[src/rtl/inbuf_fifo.sv]
// inbuf_fifo: DEPTH-entry elastic input buffer with valid/stop handshake.
// Optional zero-latency bypass when empty, synchronous flush, level/afull.
// istop depends only on registered count (plus reset), so cstop never
// reaches istop combinationally.
module inbuf_fifo #(
  parameter int WIDTH  = 32,
  parameter int DEPTH  = 4,
  parameter int BYPASS = 1,
  parameter int AFULL  = DEPTH - 1
) (
  input  logic                       clk,
  input  logic                       rst_n,
  input  logic                       flush,
  input  logic signed [WIDTH-1:0]    idata,
  input  logic                       ivalid,
  output logic                       istop,
  output logic signed [WIDTH-1:0]    cdata,
  output logic                       cvalid,
  input  logic                       cstop,
  output logic [$clog2(DEPTH+1)-1:0] level,
  output logic                       afull
);
  localparam int PW = $clog2(DEPTH);
  localparam int LW = $clog2(DEPTH+1);

  typedef logic [PW-1:0] ptr_t;
  typedef logic [LW-1:0] cnt_t;

  logic signed [WIDTH-1:0] mem_q [DEPTH];
  ptr_t wr_ptr_q, wr_ptr_d;
  ptr_t rd_ptr_q, rd_ptr_d;
  cnt_t count_q, count_d;

  logic empty, push, pop, byp, wr_en, rd_en;

  // Pointers wrap at DEPTH-1, so DEPTH need not be a power of two.
  function automatic ptr_t ptr_inc(input ptr_t p);
    return (p == ptr_t'(DEPTH-1)) ? '0 : p + ptr_t'(1);
  endfunction

  // Core-side outputs and status; reset forces istop high and cvalid low.
  always_comb begin
    empty  = (count_q == '0);
    istop  = !rst_n || (count_q == cnt_t'(DEPTH));
    cvalid = 1'b0;
    cdata  = '0;
    if (!empty) begin
      cvalid = 1'b1;
      cdata  = mem_q[rd_ptr_q];
    end else if (BYPASS != 0) begin
      cvalid = ivalid;
      cdata  = idata;
    end
    if (!rst_n) cvalid = 1'b0;
    level = count_q;
    afull = (count_q >= cnt_t'(AFULL));
  end

  // Handshake decode and next-state; flush wins over push and pop.
  always_comb begin
    push     = ivalid && !istop;
    pop      = cvalid && !cstop;
    // An accepted word that the core takes in the same cycle skips mem.
    byp      = (BYPASS != 0) && empty && !cstop;
    wr_en    = push && !byp && !flush;
    rd_en    = pop && !empty && !flush;
    wr_ptr_d = wr_ptr_q;
    rd_ptr_d = rd_ptr_q;
    count_d  = count_q;
    if (flush) begin
      wr_ptr_d = '0;
      rd_ptr_d = '0;
      count_d  = '0;
    end else begin
      if (wr_en) wr_ptr_d = ptr_inc(wr_ptr_q);
      if (rd_en) rd_ptr_d = ptr_inc(rd_ptr_q);
      case ({wr_en, rd_en})
        2'b10:   count_d = count_q + cnt_t'(1);
        2'b01:   count_d = count_q - cnt_t'(1);
        default: count_d = count_q;
      endcase
    end
  end

  // Storage array; contents are intentionally not cleared by reset.
  always_ff @(posedge clk) begin
    if (wr_en) mem_q[wr_ptr_q] <= idata;
  end

  // Pointer and occupancy registers.
  always_ff @(posedge clk or negedge rst_n) begin
    if (!rst_n) begin
      wr_ptr_q <= '0;
      rd_ptr_q <= '0;
      count_q  <= '0;
    end else begin
      wr_ptr_q <= wr_ptr_d;
      rd_ptr_q <= rd_ptr_d;
      count_q  <= count_d;
    end
  end
endmodule
[config.mk]
export PLATFORM = sky130hd
export DESIGN_NAME = inbuf_fifo
export DESIGN_NICKNAME = d
export VERILOG_FILES = /design/src/rtl/inbuf_fifo.sv
export SDC_FILE = /design/constraint.sdc
export NUM_CORES = 1
export LEC_CHECK = 0
export CORE_MARGIN = 4
export CORE_UTILIZATION = 45
export CTS_BUF_LIST = sky130_fd_sc_hd__clkbuf_16
export CTS_CLUSTER_SIZE = 28
export DETAILED_ROUTE_END_ITERATION = 12
export GPL_ROUTABILITY_DRIVEN = 1
export PLACE_DENSITY = 0.79
export SETUP_SLACK_MARGIN = 0.05
export SLEW_MARGIN = 10
export SYNTH_ARGS = -nofsm -noshare
export SYNTH_HDL_FRONTEND = slang
export SYNTH_SLANG_ARGS = --single-unit
export TNS_END_PERCENT = 30
[constraint.sdc]
create_clock -name clk -period 3.35 [get_ports clk]
set_input_delay 0.67 -clock clk [delete_from_list [all_inputs] [get_ports clk]]
set_output_delay 0.67 -clock clk [all_outputs]
set_load 0.02 [all_outputs]
Word-level counts from Yosys, hierarchy flattened
Memory sizes are Yosys's and may differ from the RTL's.
Cells that the tools add are included.
{ "totals": {"register_bits": 7, "ramBits": 128, "inputBits": 37, "out_inout_bits": 38, "word_cells": 45, "memories": 1} }
{ "classes": {"add_sub_neg": 4, "n_lt_le_gt_ge": 1, "eq_ne": 5, "n_mux": 13, "n_reduce_logical": 18} }
{ "memory_table": {"columns": ["name", "depth", "word_bits", "rd", "rd_clocked_by_memory_dff", "wr", "line", "text"], "rows": [
  ["mem_q", 4, 32, 1, 0, 1, "29", "logic signed [WIDTH-1:0] mem_q [DEPTH];"]
]} }
{ "ops": {"columns": ["cell", "n"], "rows": [
  ["$mux 32", 1],
  ["$mux 2", 6],
  ["$logic_and 1x1->1", 7],
  ["$eq 2x2->1 const B", 3],
  ["$logic_not 1->1", 6],
  ["$pmux 3 s2", 1],
  ["$add 2x1->2 const B", 2],
  ["$mux 1", 4],
  ["$reduce_bool 2->1", 2],
  ["$add 3x1->3 const B", 1],
  ["$eq 3x3->1 const B", 1],
  ["$ge 3x2->1 const B", 1],
  ["$logic_not 3->1", 1],
  ["$mux 3", 1],
  ["$reduce_bool 3->1", 1],
  ["$sub 3x1->3 const B", 1],
  ["$eq 2x1->1 const B", 1],
  ["$logic_or 1x1->1", 1]
]} }

Depth between registers and ports, before layout
Gate-level depths: netlist of run 1.
{ "depth": {"word_depth": 9, "mapped_depth": 10, "ltp_nobuf": 9} }

Worst setup path after synthesis of run 1
No wires, ideal clock.
{ "synth_path": {"path_type": "input to register", "startpoint": "input cstop", "endpoint": "memory mem_q[0][0] (enable)", "setup_time_ns": 0.392, "arrival_ns": 1.969, "required_ns": 2.958, "path_slack_ns": 0.989, "stages": 4, "path_buffers": 0, "path_cell_list": "nor2b_2 > o311ai_4 > nor2_1 > and2_1"} }
{ "synth_via": {"elab_chain_cells": 7} }
{ "synth_rtl": {"columns": ["item", "line", "text"], "rows": [
  ["start, declared", "19", "input logic cstop,"],
  ["$logic_not 1->1", "64", "byp = (BYPASS != 0) && empty && !cstop;"],
  ["$logic_and 1x1->1", "64", null],
  ["$logic_not 1->1", "65", "wr_en = push && !byp && !flush;"],
  ["$logic_and 1x1->1 (2 in series)", "65", null],
  ["$mux 1", "87", "if (wr_en) mem_q[wr_ptr_q] <= idata;"],
  ["$mux 1 (not written as such)", "87", null],
  ["end, declared", "29", null]
]} }
Every way passes these cells.

Worst setup path in the final report of run 1
{ "layout_path": {"startpoint": "register rd_ptr_q[0]", "endpoint": "output cdata[21]"} }
{ "layout_via": {"elab_chain_cells": 2} }
{ "layout_rtl": {"columns": ["item", "line", "text"], "rows": [
  ["start, declared", "31", "ptr_t rd_ptr_q, rd_ptr_d;"],
  ["start signal, assigned", "98", "rd_ptr_q <= rd_ptr_d;"],
  ["$mem_v2 4x32", null, null],
  ["$mux 32", "47", "if (!empty) begin"],
  ["end, declared", "17", "output logic signed [WIDTH-1:0] cdata,"]
]} }
Every way passes these cells.

==> flow_metrics.env, run 1 <==
export IMPL_outcome="finished, final reports clean"
export IMPL_fp_coreArea_sq_mm=0.0121
export IMPL_criticalPathCategory="reg2out"
export IMPL_floorplan_die_area_sq_mm=0.0142
export IMPL_chipWidth_um=119
export IMPL_synth_largest_area_cell="edfxtp_1"
export IMPL_finalCriticalPeriod_ps=3140
export IMPL_instances_no_fill=534
export IMPL_timing_max_cap_violations=0
export IMPL_irDropWorstVdd_mv=0.339
export IMPL_synth_area_sq_mm=0.00555
export IMPL_via_count=2769
export IMPL_ys_flop_type="edfxtp_1"
export IMPL_post_drt_wl_per_cell_um=19.0
export IMPL_layout_cells_most_common_list="128 x edfxtp_1, 74 x clkdlybuf4s50_1, 32 x mux4_2, 32 x mux2_2, 17 x clkbuf_16"
export IMPL_synth_net_count=302
export IMPL_grtUsageTotal_pct=15.2
export IMPL_ff2ff_setup_slack_ps=800
export IMPL_synth_top_cells_by_area="edfxtp_1 69%, mux4_2 13%, mux2_2 6.5%"
export IMPL_grt_pass1_vias=3062
export IMPL_synth_lib_cells_used_distinct=30
export IMPL_skew_final_ps=8.32
export IMPL_cp_required_ps=2680
export IMPL_crit_path_max_incr_delay_ps=560
export IMPL_p_int_mw=3.43
export IMPL_hold_class="in2async"
export IMPL_timing_worst_slew_pin_value_ps=480
export IMPL_cp_data_arrival_time_ps=2470
export IMPL_final_max_slew_viol_count=0
export IMPL_clk_transition_reported_paths_ps=50
export IMPL_cts_root_buf="clkbuf_16"
export IMPL_global_route_overflow_total=0
export IMPL_ys_warn_count=0
export IMPL_report_final_hold_viol_count=0
export IMPL_drive_gt1_share_pct=32.0
export IMPL_worst_relative_slew_slack_pct=68.0
export IMPL_switching_share_pct=21.8
export IMPL_layout_commonest_cell="edfxtp_1"
export IMPL_cts_buffers=17
export IMPL_die_h_um=119
export IMPL_area_growth_pct=29.6
export IMPL_setup_worst_path_end_class="output port"
export IMPL_synth_seq_cells=135
export IMPL_design_portCount=75
export IMPL_drc_violations_left=0
export IMPL_crit_family="buffers and inverters"
export IMPL_power_density_mw_per_mm2=610
export IMPL_dp_hpwl_mm=6.15
export IMPL_upper_clock_frequency_limit_ghz=0.319
export IMPL_drt_initial_drc_count=148
export IMPL_critical_path_n_buffers_inverters=2
export IMPL_p_clk_share_pct=43.2
export IMPL_num_nets_final=396
export IMPL_grt_setup_unrepaired="no"
export IMPL_grt_pass1_wl_mm=16.6
export IMPL_power_sequential_fraction_pct=43.1
export IMPL_tritoncts="yes"
export IMPL_cells_after_synthesis=259
export IMPL_io_buf_count=74
export IMPL_power_frac_comb_pct=13.7
export IMPL_cp_max_fo=18
export IMPL_timing_final_setup_violations=0
export IMPL_vias_per_cell=5.19
export IMPL_worst_path_max_delay_cell="mux4_2"
export IMPL_n_antenna_cell=0
export IMPL_drt_pre_antenna_iters=4
export IMPL_p_sw_uw=957
export IMPL_async_sr_flop_fraction_pct=5.19
export IMPL_synth_yosys_seq_area_share_pct=72.4
export IMPL_globalplace_congestion=0.760
export IMPL_worst_r2r_startpoint="level[0]"
export IMPL_antenna_found_initial=0
export IMPL_worstPathCellList="buf_4 > mux4_2 > mux2_2 > clkdlybuf4s50_1"
export IMPL_post_cts_hold_buffer_count=0
export IMPL_total_leakage_power_nw=2.38
export IMPL_row_count=40
export IMPL_synth_top_area_share_pct=69.3
export IMPL_synth_edf_count=128
export IMPL_initial_utilization_pct=46.0
export IMPL_finalSetupTns_ps=0
export IMPL_cts_sinks=135
export IMPL_syn_avg_cell_area_sq_um=21.4
export IMPL_placedCellCount=502
export IMPL_reg2reg_to="level[2]"
export IMPL_post_route_period_util_pct=93.7
export IMPL_htree_levels=4
export IMPL_route_final_wire_length_mm=10.1
export IMPL_cts_post_setup_buffers_inserted=0
export IMPL_cts_repair_resized=0
export IMPL_grt_max_degree=35
export IMPL_drtAntennaViolNets=0
export IMPL_finalPower_mw=4.38
export IMPL_cts_root_to_sink_buffers=2
export IMPL_worst_r2r_cell_count=9
export IMPL_clock_insertion_delay_worst_skew_ps=400
export IMPL_worstSetupStartpointType="register"
-- state kept, by name (all words and copies together), names as in the netlist --
| name | cells |
|---|---|
| wr_ptr_q | 2 |
| mem_q | 128 |
| rd_ptr_q | 2 |
| level | 3 |
-- cells in the mapped netlist (2+ instances only) --
cell / number
mux4_2: 32
nor2_1: 8
nand2_1: 4
inv_1: 2
mux2i_1: 4
a21oi_1: 2
and2_1: 4
buf_2: 8
clkbuf_1: 4
mux2_2: 32
dfrtp_1: 7
ha_1: 5
nand2b_1: 3
edfxtp_1: 128
-- cell type report --
type / count / area, sq um
Clock buffer: 17 / 425
Clock inverter: 15 / 186
Fill cell: 890 / 4870
Inverter: 2 / 7.51
Multi-Input combinational cell: 109 / 1470
Sequential cell: 135 / 4020
Tap cell: 168 / 210
Timing Repair Buffer: 88 / 871
-- worst max-delay path by stage --
| stage | start | end | depth (start not counted) |
|---|---|---|---|
| floorplan | cstop | mem_q[0][0] | 4 |
| global placement | cstop | level[2] | 9 |
| detailed placement | cstop | level[2] | 9 |
| CTS | rd_ptr_q[0] | cdata[21] | 4 |
| global route | rd_ptr_q[0] | cdata[12] | 4 |
| finish | rd_ptr_q[0] | cdata[21] | 4 |
-- through the flow --
| stage | hold WS [ps] | setup WS (ps) | util (%) | instance area, sq um |
|---|---|---|---|---|
| final | 529 | 212 | 59.6 | 7190 |
| after detailed placement | 582 | 350 | 54.5 | 6580 |
| after global placement | 567 | 528 | 54.5 | 6580 |
| after global routing | 523 | 84.1 | 59.6 | 7190 |
| after floorplan | 374 | 989 | - | 5550 |
| after CTS | 517 | 155 | 59.6 | 7190 |
-- power groups by stage --
| stage | clock network, mW | logic, mW | registers [mW] |
|---|---|---|---|
| after floorplan | 0 | 0.339 | 1.92 |
| after global placement | 0 | 0.601 | 1.92 |
| after detailed placement | 0 | 0.607 | 1.92 |
| after CTS | 1.93 | 0.611 | 1.89 |
| after global routing | 2.02 | 0.638 | 1.89 |
| final | 1.89 | 0.602 | 1.89 |
-- metal layers --
metal	vias to the layer above	global-route usage, %	wire length (um)
met5	-	0	0
met4	0	4.49	91
met3	9	3.99	409
met2	62	24.6	5050
met1	1447	20.6	4580
li1	1251	-	-
-- worst reg2reg max path, stage by stage, from the launching register on --
cell and delay, ps:
dfrtp_1 530, nor3_4 260, buf_12 270, nor3b_4 110, nand2_1 70, nor2_1 50
fa_1 400, nor4b_1 430, a21oi_1 130, a211oi_1 220
-- logic make-up after synthesis --
family	Yosys count	synth area share, %
AOI/OAI and AO/OA	7	1.29
xor gates and xnor gates	1	0.293
adders and majority gates	6	1.49
buffers and inverters	15	1.20
DFF	135	72.4
muxes	69	20.4
and+or+nand+nor	26	2.89
Note: power is estimated with default switching activity, not from simulation.
==> run 2, diff against run 1 <==
--- a/config.mk
+++ b/config.mk
@@ -11,6 +11,7 @@
 export CTS_CLUSTER_SIZE = 28
 export DETAILED_ROUTE_END_ITERATION = 12
 export GPL_ROUTABILITY_DRIVEN = 1
+export GPL_TIMING_DRIVEN = 0
 export PLACE_DENSITY = 0.79
 export SETUP_SLACK_MARGIN = 0.05
 export SLEW_MARGIN = 10
==> flow_metrics.env, run 2 (synthesis gave the netlist of run 1 again) <==
export IMPL_outcome="finished, final reports clean"
export IMPL_p_clk_share_pct=42.0
export IMPL_grt_setup_unrepaired="yes"
export IMPL_die_h_um=119
export IMPL_worstPathCellList="buf_4 > buf_6 > mux4_2 > mux2_2 > clkdlybuf4s50_1"
export IMPL_largest_register_ff_count=128
export IMPL_cts_root_to_sink_buffers=2
export IMPL_post_drt_wl_per_cell_um=19.3
export IMPL_globalplace_congestion=0.755
export IMPL_cp_data_arrival_time_ps=2520
export IMPL_reg2reg_to="level[2]"
export IMPL_drive_gt1_share_pct=32.0
export IMPL_n_antenna_cell=0
export IMPL_cts_sinks=135
export IMPL_irDropWorstVdd_mv=0.270
export IMPL_hold_path_endpoint="wr_ptr_q[1]"
export IMPL_timing_final_setup_violations=0
export IMPL_cts_buffers=17
export IMPL_timing_worst_slew_pin_value_ps=578
export IMPL_hold_class="reg2reg"
export IMPL_p_sw_uw=984
export IMPL_seqCellArea_sq_mm=0.00402
export IMPL_crit_path_max_incr_delay_ps=540
export IMPL_grtUsageTotal_pct=15.5
export IMPL_final_max_slew_viol_count=0
export IMPL_cp_max_fo=10
export IMPL_design_portCount=75
export IMPL_worst_relative_slew_slack_pct=61.3
export IMPL_registers_top_by_ff_count="mem_q"
export IMPL_grt_pass1_wl_mm=16.6
export IMPL_post_route_period_util_pct=95.3
export IMPL_floorplan_die_area_sq_mm=0.0142
export IMPL_cp_required_ps=2680
export IMPL_drt_initial_drc_count=166
export IMPL_drt_pre_antenna_iters=4
export IMPL_power_density_mw_per_mm2=598
export IMPL_skew_final_ps=5.60
export IMPL_clock_insertion_delay_worst_skew_ps=400
export IMPL_upper_clock_frequency_limit_ghz=0.313
export IMPL_layout_cells_most_common_list="128 x edfxtp_1, 72 x clkdlybuf4s50_1, 32 x mux4_2, 32 x mux2_2, 17 x clkbuf_16"
export IMPL_vias_per_cell=5.20
export IMPL_drtAntennaViolNets=0
export IMPL_multiInputGateArea_sq_mm=0.00147
export IMPL_placedCellCount=505
export IMPL_total_leakage_power_nw=2.42
export IMPL_worst_r2r_cell_count=11
export IMPL_io_buf_count=74
export IMPL_hold_start="wr_ptr_q[1]"
export IMPL_power_sequential_fraction_pct=43.2
export IMPL_ff2ff_setup_slack_ps=790
export IMPL_initial_utilization_pct=46.0
export IMPL_tritoncts="yes"
export IMPL_antenna_found_initial=0
export IMPL_grt_max_degree=21
export IMPL_drc_violations_left=0
export IMPL_fill_cells=893
export IMPL_clk_transition_reported_paths_ps=60
export IMPL_grt_pass1_vias=3091
export IMPL_min_delay_path_depth=2
export IMPL_post_cts_hold_buffer_count=0
export IMPL_area_growth_pct=31.4
export IMPL_row_count=40
export IMPL_criticalPathCategory="reg2out"
export IMPL_timing_max_cap_violations=0
export IMPL_finalCriticalPeriod_ps=3190
export IMPL_switching_share_pct=22.6
export IMPL_layout_commonest_cell="edfxtp_1"
export IMPL_chipWidth_um=119
export IMPL_worst_r2r_startpoint="level[0]"
export IMPL_htree_levels=4
export IMPL_report_final_hold_viol_count=0
export IMPL_num_nets_final=402
export IMPL_via_count=2807
export IMPL_cts_root_buf="clkbuf_16"
export IMPL_dp_hpwl_mm=6.67
export IMPL_finalPower_mw=4.36
export IMPL_power_frac_comb_pct=14.9
export IMPL_p_int_mw=3.38
export IMPL_worstSetupStartpointType="register"
export IMPL_instances_no_fill=540
export IMPL_global_route_overflow_total=0
export IMPL_worst_path_max_delay_cell="mux4_2"
export IMPL_route_final_wire_length_mm=10.4
export IMPL_fp_coreArea_sq_mm=0.0121
export IMPL_setup_worst_path_end_class="output port"
-- run 2: cell types whose count changed in the layout (fill, tap and decap cells not counted), moves of 3 or more --
cell      change
buf_4        -10
clkbuf_4      +3
buf_6         +6
buf_16        +4
-- run 2: area by class of cell --
cell class | instances | area share, %
clock buffer | 17 | 5.83
tap | 168 | 2.88
multi-input combinational | 109 | 20.1
timing repair buffer | 81 | 12.2
inverter | 2 | 0.103
clock inverter | 15 | 2.23
sequential | 135 | 55.1
buffer | 13 | 1.51
-- run 2: worst max-delay path: cells and delay by family, from the launching register on --
kind / cells / cell delay, ps
buffers and inverters: 3 / 940
muxes: 2 / 810
DFF: 1 / 360
-- run 2: metal layers --
layer  part of all wire [%]  up-vias  GRT usage, %
met5                      0        -             0
met4                   0.97        0          5.72
met3                    5.0        6          4.70
met2                     52       76          24.6
met1                     42     1454          20.1
li1                       -     1271             -
-- run 2: what timing repair did --
action / 4_1_cts / 5_1_grt
setup endpoints to repair: 30 / 30
pin swaps: 1 / 1
gates resized for setup: 13 / 10
hold endpoints to repair: 0 / 0
buffers inserted: 0 / 2
gates cloned: 0 / 1
-- run 2: worst max path at each step --
stage                startpoint     endpoint  slack, ps  cells past startpoint
finish              rd_ptr_q[0]     cdata[3]        160                      5
global route        rd_ptr_q[0]     cdata[3]         40                      5
CTS                 rd_ptr_q[1]     cdata[3]         50                      5
detailed placement        rst_n     level[2]         70                      8
global placement          rst_n  mem_q[3][7]       -460                      4
floorplan                 cstop  mem_q[0][0]        990                      4
-- run 2: power groups by stage --
stage,clock [mW],combinational (mW),sequential [mW]
after floorplan,0,0.339,1.92
after global placement,0,0.599,1.92
after detailed placement,0,0.614,1.92
after CTS,1.86,0.628,1.88
after global routing,1.93,0.687,1.88
final,1.83,0.648,1.88
-- run 2: metrics by stage --
stage	utilization [%]	cell area [sq um]	hold WS, ps	setup slack, ps	setup TNS (ps)
6_report	60.4	7290	599	158	0
5_1_grt	60.4	7290	643	43.8	0
4_1_cts	60.0	7230	601	50.8	0
3_5_place_dp	54.8	6610	589	69.2	0
3_3_place_gp	53.9	6500	567	-464	-58730
2_1_floorplan	-	5550	374	989	0
